## src/rtl/mdu_if.sv

```systemverilog
// mdu_if: request/result bundle between the execute stage and the iterative
// multiply/divide unit.
//   master (execute stage) drives: start_i, op_i, a_i, b_i, flush_i,
//                                  hi_we_i, lo_we_i, wdata_i
//   slave  (mdu_iter)      drives: busy_o, done_o, hi_o, lo_o
interface mdu_if #(
  parameter int DATA_W = 32
);
  logic              start_i;
  logic [1:0]        op_i;
  logic [DATA_W-1:0] a_i;
  logic [DATA_W-1:0] b_i;
  logic              flush_i;
  logic              hi_we_i;
  logic              lo_we_i;
  logic [DATA_W-1:0] wdata_i;
  logic              busy_o;
  logic              done_o;
  logic [DATA_W-1:0] hi_o;
  logic [DATA_W-1:0] lo_o;

  modport master (
    output start_i, op_i, a_i, b_i, flush_i, hi_we_i, lo_we_i, wdata_i,
    input  busy_o, done_o, hi_o, lo_o
  );

  modport slave (
    input  start_i, op_i, a_i, b_i, flush_i, hi_we_i, lo_we_i, wdata_i,
    output busy_o, done_o, hi_o, lo_o
  );
endinterface

```

## src/rtl/mdu_iter.sv

```systemverilog
// mdu_iter: iterative multiply/divide unit with HI/LO result registers.
// An op runs on operand magnitudes (shift-add multiply LSB first, restoring
// divide MSB first), one bit per cycle for DATA_W cycles, then a single FIX
// cycle applies the sign correction and writes HI/LO.
// Ports:
//   clk    rising-edge clock
//   rst_n  asynchronous active-low reset
//   bus    mdu_if.slave: start_i/op_i/a_i/b_i launch, flush_i abort,
//          hi_we_i/lo_we_i/wdata_i mthi/mtlo, busy_o/done_o/hi_o/lo_o status
//   op_i: 00 MULT, 01 MULTU, 10 DIV, 11 DIVU
module mdu_iter #(
  parameter int DATA_W = 32
) (
  input  logic  clk,
  input  logic  rst_n,
  mdu_if.slave  bus
);
  localparam int CNT_W = $clog2(DATA_W) + 1;

  typedef enum logic [1:0] {IDLE, RUN, FIX} state_t;

  state_t state, nextState;

  logic [CNT_W-1:0]    cnt;
  logic                doneReg;
  logic [DATA_W-1:0]   hiReg, loReg;

  // Operation context captured at launch.
  logic                isDiv;
  logic                negRes;    // negate product / quotient
  logic                negRem;    // remainder takes dividend sign
  logic                divZero;
  // Multiply: opB = |a|, acc = {partial high, multiplier shifting out}.
  // Divide:   opB = |b|, acc low half = dividend shifting out / quotient in.
  logic [DATA_W-1:0]   opB;
  logic [2*DATA_W-1:0] acc;
  logic [DATA_W:0]     rem;

  logic                launch;
  logic [DATA_W-1:0]   absA, absB;
  logic                aNeg, bNeg, isSigned;

  logic [DATA_W:0]     mulSum;
  logic [DATA_W:0]     divShift, divDiff;
  logic                divGe;

  logic [2*DATA_W-1:0] prodFix;
  logic [DATA_W-1:0]   quoFix, remFix;
  logic [DATA_W-1:0]   hiFix, loFix;

  assign launch   = (state == IDLE) && bus.start_i && !bus.flush_i;
  assign isSigned = ~bus.op_i[0];
  assign aNeg     = isSigned & bus.a_i[DATA_W-1];
  assign bNeg     = isSigned & bus.b_i[DATA_W-1];
  assign absA     = aNeg ? -bus.a_i : bus.a_i;
  assign absB     = bNeg ? -bus.b_i : bus.b_i;

  // One shift-add step: add multiplicand to the high half when the current
  // multiplier bit is set, then shift the whole accumulator right.
  assign mulSum   = {1'b0, acc[2*DATA_W-1:DATA_W]} + {1'b0, (acc[0] ? opB : '0)};

  // One restoring-divide step: bring in the next dividend bit and subtract
  // the divisor if it fits.
  assign divShift = {rem[DATA_W-1:0], acc[DATA_W-1]};
  assign divDiff  = divShift - {1'b0, opB};
  assign divGe    = (divShift >= {1'b0, opB});

  // Sign correction. With a zero divisor the magnitude algorithm leaves
  // rem = |a|, so restoring the dividend sign gives back the original a_i.
  assign prodFix  = negRes ? -acc : acc;
  assign quoFix   = negRes ? -acc[DATA_W-1:0] : acc[DATA_W-1:0];
  assign remFix   = negRem ? -rem[DATA_W-1:0] : rem[DATA_W-1:0];

  always_comb begin
    // NOTE: every always_comb output gets a default first so no path leaves
    // it unassigned, which would otherwise infer a latch.
    hiFix = prodFix[2*DATA_W-1:DATA_W];
    loFix = prodFix[DATA_W-1:0];
    if (isDiv) begin
      hiFix = remFix;
      loFix = divZero ? '1 : quoFix;
    end
  end

  // State register.
  always_ff @(posedge clk or negedge rst_n) begin
    // NOTE: sequential blocks use non-blocking (<=) so every register samples
    // the pre-edge values of its inputs, independent of statement order.
    if (!rst_n) state <= IDLE;
    else        state <= nextState;
  end

  always_comb begin
    nextState = state;
    case (state)
      IDLE:    if (launch) nextState = RUN;
      RUN:     if (bus.flush_i)                       nextState = IDLE;
               else if (cnt == CNT_W'(DATA_W - 1))    nextState = FIX;
      FIX:     nextState = IDLE;
      default: nextState = IDLE;
    endcase
  end

  // Counter, done pulse and architectural HI/LO.
  always_ff @(posedge clk or negedge rst_n) begin
    if (!rst_n) begin
      cnt     <= '0;
      doneReg <= 1'b0;
      hiReg   <= '0;
      loReg   <= '0;
    end else begin
      cnt     <= (state == RUN && !bus.flush_i) ? cnt + 1'b1 : '0;
      // A flush in the FIX cycle wins over the result write.
      doneReg <= (state == FIX) && !bus.flush_i;
      if (state == IDLE) begin
        if (bus.hi_we_i) hiReg <= bus.wdata_i;
        if (bus.lo_we_i) loReg <= bus.wdata_i;
      end else if (state == FIX && !bus.flush_i) begin
        hiReg <= hiFix;
        loReg <= loFix;
      end
    end
  end

  // Datapath.
  // NOTE: these registers have no reset; all of them are loaded at launch
  // before any of them is consumed, so reset would only add fanout.
  always_ff @(posedge clk) begin
    if (launch) begin
      isDiv   <= bus.op_i[1];
      negRes  <= aNeg ^ bNeg;
      negRem  <= aNeg;
      divZero <= (bus.b_i == '0);
      opB     <= bus.op_i[1] ? absB : absA;
      acc     <= {{DATA_W{1'b0}}, (bus.op_i[1] ? absA : absB)};
      rem     <= '0;
    end else if (state == RUN) begin
      if (isDiv) begin
        acc[DATA_W-1:0] <= {acc[DATA_W-2:0], divGe};
        rem             <= divGe ? divDiff : divShift;
      end else begin
        acc <= {mulSum, acc[DATA_W-1:1]};
      end
    end
  end

  assign bus.busy_o = (state != IDLE);
  assign bus.done_o = doneReg;
  assign bus.hi_o   = hiReg;
  assign bus.lo_o   = loReg;
endmodule

```

## src/flat_wrapper.sv

```systemverilog
// flat-port wrapper written by rule: the top's interface ports become plain ports
module mdu_iter_flat 
#(
  parameter int DATA_W = 32
)
  (clk, rst_n, bus_start_i, bus_op_i, bus_a_i, bus_b_i, bus_flush_i, bus_hi_we_i, bus_lo_we_i, bus_wdata_i, bus_busy_o, bus_done_o, bus_hi_o, bus_lo_o);
  mdu_if #(.DATA_W(DATA_W)) bus_i ();
  input  logic clk;
  input  logic rst_n;
  input wire logic [$bits(bus_i.start_i)-1:0] bus_start_i;
  input wire logic [$bits(bus_i.op_i)-1:0] bus_op_i;
  input wire logic [$bits(bus_i.a_i)-1:0] bus_a_i;
  input wire logic [$bits(bus_i.b_i)-1:0] bus_b_i;
  input wire logic [$bits(bus_i.flush_i)-1:0] bus_flush_i;
  input wire logic [$bits(bus_i.hi_we_i)-1:0] bus_hi_we_i;
  input wire logic [$bits(bus_i.lo_we_i)-1:0] bus_lo_we_i;
  input wire logic [$bits(bus_i.wdata_i)-1:0] bus_wdata_i;
  output wire logic [$bits(bus_i.busy_o)-1:0] bus_busy_o;
  output wire logic [$bits(bus_i.done_o)-1:0] bus_done_o;
  output wire logic [$bits(bus_i.hi_o)-1:0] bus_hi_o;
  output wire logic [$bits(bus_i.lo_o)-1:0] bus_lo_o;
  assign bus_i.start_i = bus_start_i;
  assign bus_i.op_i = bus_op_i;
  assign bus_i.a_i = bus_a_i;
  assign bus_i.b_i = bus_b_i;
  assign bus_i.flush_i = bus_flush_i;
  assign bus_i.hi_we_i = bus_hi_we_i;
  assign bus_i.lo_we_i = bus_lo_we_i;
  assign bus_i.wdata_i = bus_wdata_i;
  assign bus_busy_o = bus_i.busy_o;
  assign bus_done_o = bus_i.done_o;
  assign bus_hi_o = bus_i.hi_o;
  assign bus_lo_o = bus_i.lo_o;
  mdu_iter #(.DATA_W(DATA_W)) u_core (.clk(clk), .rst_n(rst_n), .bus(bus_i));
endmodule
```

## config.mk

```make
export PLATFORM = sky130hd
export DESIGN_NAME = mdu_iter_flat
export DESIGN_NICKNAME = d
export VERILOG_FILES = /design/src/rtl/mdu_if.sv /design/src/rtl/mdu_iter.sv /design/src/flat_wrapper.sv
export SDC_FILE = /design/constraint.sdc
export NUM_CORES = 1
export LEC_CHECK = 0
export ABC_CLOCK_PERIOD_IN_PS = 4280
export BUFFER_PORTS_ARGS = -buffer_cell sky130_fd_sc_hd__clkbuf_2
export CORE_ASPECT_RATIO = 0.6
export CORE_MARGIN = 2
export CORE_UTILIZATION = 44
export CTS_BUF_LIST = sky130_fd_sc_hd__clkbuf_16
export DETAILED_ROUTE_END_ITERATION = 8
export SETUP_SLACK_MARGIN = 0.2
export SKIP_CTS_REPAIR_TIMING = 1
export SKIP_LAST_GASP = 1
export SYNTH_ARGS = -nofsm -noshare
export SYNTH_HDL_FRONTEND = slang
export SYNTH_SLANG_ARGS = --single-unit
```

## constraint.sdc

```tcl
create_clock -name clk -period 4.28 [get_ports clk]
set_clock_uncertainty 0.15 [all_clocks]
set_input_delay 0.856 -clock clk [delete_from_list [all_inputs] [get_ports clk]]
set_output_delay 0.856 -clock clk [all_outputs]
set_load 0.02 [all_outputs]
```

==> out/qor.txt <==
clk slew on worst S/H paths = 0.07 ns
top-area cell type share of the netlist area = 12.86%
depth of the CTS H-tree = 1
Unique masters post-synth = 69
clk sink count = 205
FF-to-FF Start = u_core.acc[31]
cells on worst reg2reg path = 13
PortBufs = 169
Core Region = 35280 µm²
worst skew pair latency = 0.55 ns
outcome = completed
I/O pin cnt = 170
reg-to-reg endpoint = u_core.rem[30]
synthesis-to-layout area growth = 14.02%
vias in the first global route = 13730
Synth Instances = 1938
global-route wire length before repair = 85420 µm
Initial Util = 45.01%
Achievable Freq = 256.8 MHz
multi-input logic area = 10140 µm²
Hold Slack = 0.2697 ns
Final HPWL DP = 45210 µm
antenna viol nets, final = 0
Sequential Area = 5150 µm²
HP Class = in2async
critical path required time = 4.55 ns
worst-case clock buffer depth = 3
Avg Inst Size Synth = 8.194 µm²
RePlAce Congestion = 0.9799
Worst Path Arrival = 4.17 ns
DRC Markers = 0
Async SR Flop Fraction = 35.61%
DIE AREA = 37680 µm²
leakage = 7.778 nW
final hold vios = 0
wire length per cell = 22.31 µm
Simple-Gate Fraction of Synth Area = 17.37%
crit path kind = reg2reg
Synth Area in Compound Gates = 22.93%
Largest stage delay, worst path = 0.55 ns
setup ws final = 0.3864 ns
Slew headroom = 16.18%
Tightest Pin Transition = 1.254 ns
Worst Path Max Fanout = 5
vias per inst = 6.013
syn nets = 2113
number of flops mapped to enable cells by yosys = 68
Pre-antenna DRT Iters = 6
max_cap viols = 0
Post-synth top cells = 200 x nand2_1, 188 x nor2_1, 185 x a21oi_1
Total Routing Usage GR = 29.89%
Max Transition Viols Final = 0
layout cell share with drive strength beyond 1 = 13.50%
most frequent cell after synthesis = nand2_1
Warnings, synthesis = 0
slowest CP cell = edfxtp_1
Worst R2R Setup Slack = 0.39 ns
final net count = 2256
PD cells = 498.2 nW/µm²
unrepaired setup endpoints after global routing = false
multiplexer share of the synthesized area = 6.429%
main area contributors after synthesis = edfxtp_1 13%, dfrtp_1 12%, dfxtp_1 8.1%, xnor2_1 6.8%, mux2i_1 6.4%
setup TNS = 0 ns
Core Util, Final = 51.32%
initial antenna violation count = 0
Largest delay share family, worst path = compound AO/OA/AOI/OAI gates
#FFs+latches synth = 205
num rows = 53
CP Cell Sequence = inv_1, ha_1, fa_1, nor2b_1, o31a_1, o21a_1, o311ai_0, a21o_1, o31ai_1, nand4_1, a31oi_1, mux2i_1, nand2_1
Mapped Area = 15880 µm²
Final Cell Area = 18110 µm²
min Tclk post-route = 3.894 ns
setup violators final = 0
area share of fa/ha/maj cells after synthesis = 5.689%
gr ovfl total = 0
Post-Synth XOR/XNOR Area = 11.20%
FILL cells = 3408
register area share after synthesis = 32.43%
CP Launch Type = flip-flop
final clock period utilization by the worst path = 90.97%
largest net degree at the start of global routing = 74
worst IR drop on VDD = 0.0003969 V
CTS tree = done
n_diodes = 0
area leader, netlist = edfxtp_1
Routed WL = 57200 µm
Root Buffer = clkbuf_16
CP bufs+invs = 1
pre-CTS WS = 0.3822 ns
Most used DFF post-synth = dfrtp_1
routed vias = 15420
Post-DP Area = 17330 µm²
Die X = 249.3 µm
Worst setup EP type = flip-flop
largest family of logic cells by synthesized area = compound AO/OA/AOI/OAI gates
Starting DRT DRC Count = 1697
CTS Buf Count = 22
die height = 151.2 µm
-- worst reg2reg max path, delay by kind of cell (launching register included) --
kind                       cells  cell delay [ns]
AOI/OAI and AO/OA              6             1.62
adders and majority gates      2             0.64
buffers and inverters          1             0.09
DFF                            1             0.55
muxes                          1             0.22
and+or+nand+nor                3             0.49
-- sequential cells by signal (all words and copies together), names as in the netlist --
register	cells
u_core.opB	32
u_core.rem	32
u_core.divZero	1
u_core.cnt	6
u_core.negRem	1
u_core.state	2
u_core.negRes	1
u_core.bus.lo_o	32
u_core.bus.done_o	1
u_core.isDiv	1
u_core.bus.hi_o	32
u_core.acc	64
-- routing by layer --
metal	up-vias	track usage (%)	wire length, µm
met5	-	0	0
met4	0	6.265	1243
met3	71	8.885	7424
met2	771	36.96	20530
met1	7271	48.55	28000
li1	7305	-	-
-- placed cells by master (no fill, tap or decap), types with 5 or more instances in the layout --
cell type  synthesis  routed
dfrtp_1           73      73
a21oi_1          185     182
buf_4              1      50
nor2_1           188     187
nand3b_1           5       5
o31ai_1           39      39
nand2_1          200     200
nand4_1           11      11
nor2b_1           11      11
a211oi_1          26      26
or3_1             10      10
clkbuf_2           0     167
o22ai_1           38      38
nor4_1            15      15
o21a_1            10      10
xor2_1            80      80
dfxtp_1           64      64
or2_2              6       6
nor3_1            49      49
a21o_1            33      33
and2_1            10      10
o41ai_1           19      19
o21ai_0          165     165
and3_1             7       7
clkbuf_16          0      23
a31oi_1           10      10
inv_1             60      64
nand3_1           35      35
o211ai_1          14      14
nand2b_1          27      27
xnor2_1          123     123
nor3b_1            5       5
ha_1              69      69
or4_1             14      14
edfxtp_1          68      68
mux2i_1          102     102
o21bai_1          11      11
-- metrics by stage --
| step | cells | power, W |
|---|---|---|
| 6_report | 2564 | 0.009020 |
| 5_1_grt | 2564 | 0.009512 |
| 3_5_place_dp | 2524 | 0.006812 |
| 3_3_place_gp | 2524 | 0.006778 |
| 4_1_cts | 2564 | 0.008902 |
| 2_1_floorplan | 1938 | 0.005458 |
-- kinds of logic (layout without fill, tap and decap cells) --
group	after synthesis	count (layout)
fa+ha+maj	71	71
xor+xnor	203	203
flops	205	205
mux	102	102
simple gates	602	602
compound gates	594	594
buf+inv	161	320
-- worst max path at each step --
stage | from | end | slack, ns | cells past startpoint
CTS | u_core.opB[14] | u_core.rem[8] | 0.43 | 14
detailed placement | bus_b_i[8] | u_core.acc[30] | 0.38 | 11
global route | u_core.acc[0] | u_core.acc[61] | 0.23 | 15
finish | u_core.acc[31] | u_core.rem[30] | 0.39 | 13
global placement | bus_a_i[10] | u_core.acc[28] | 0.49 | 11
floorplan | u_core.acc[0] | u_core.acc[62] | 0.79 | 14
-- cell type report --
class	count	share of cell area [%]
Inverter	62	1.292
Sequential cell	205	28.44
Clock inverter	17	1.078
Clock buffer	23	3.179
Tap cell	467	3.227
Multi-Input combinational cell	1572	55.98
Timing Repair Buffer	218	6.800
-- power breakdown --
group          total, W  internal, W  switching (W)
Combinational   0.00402      0.00152        0.00250
Clock           0.00210      0.00122       0.000876
Sequential      0.00290      0.00242       0.000482
Power figures use the tool's default switching activity.
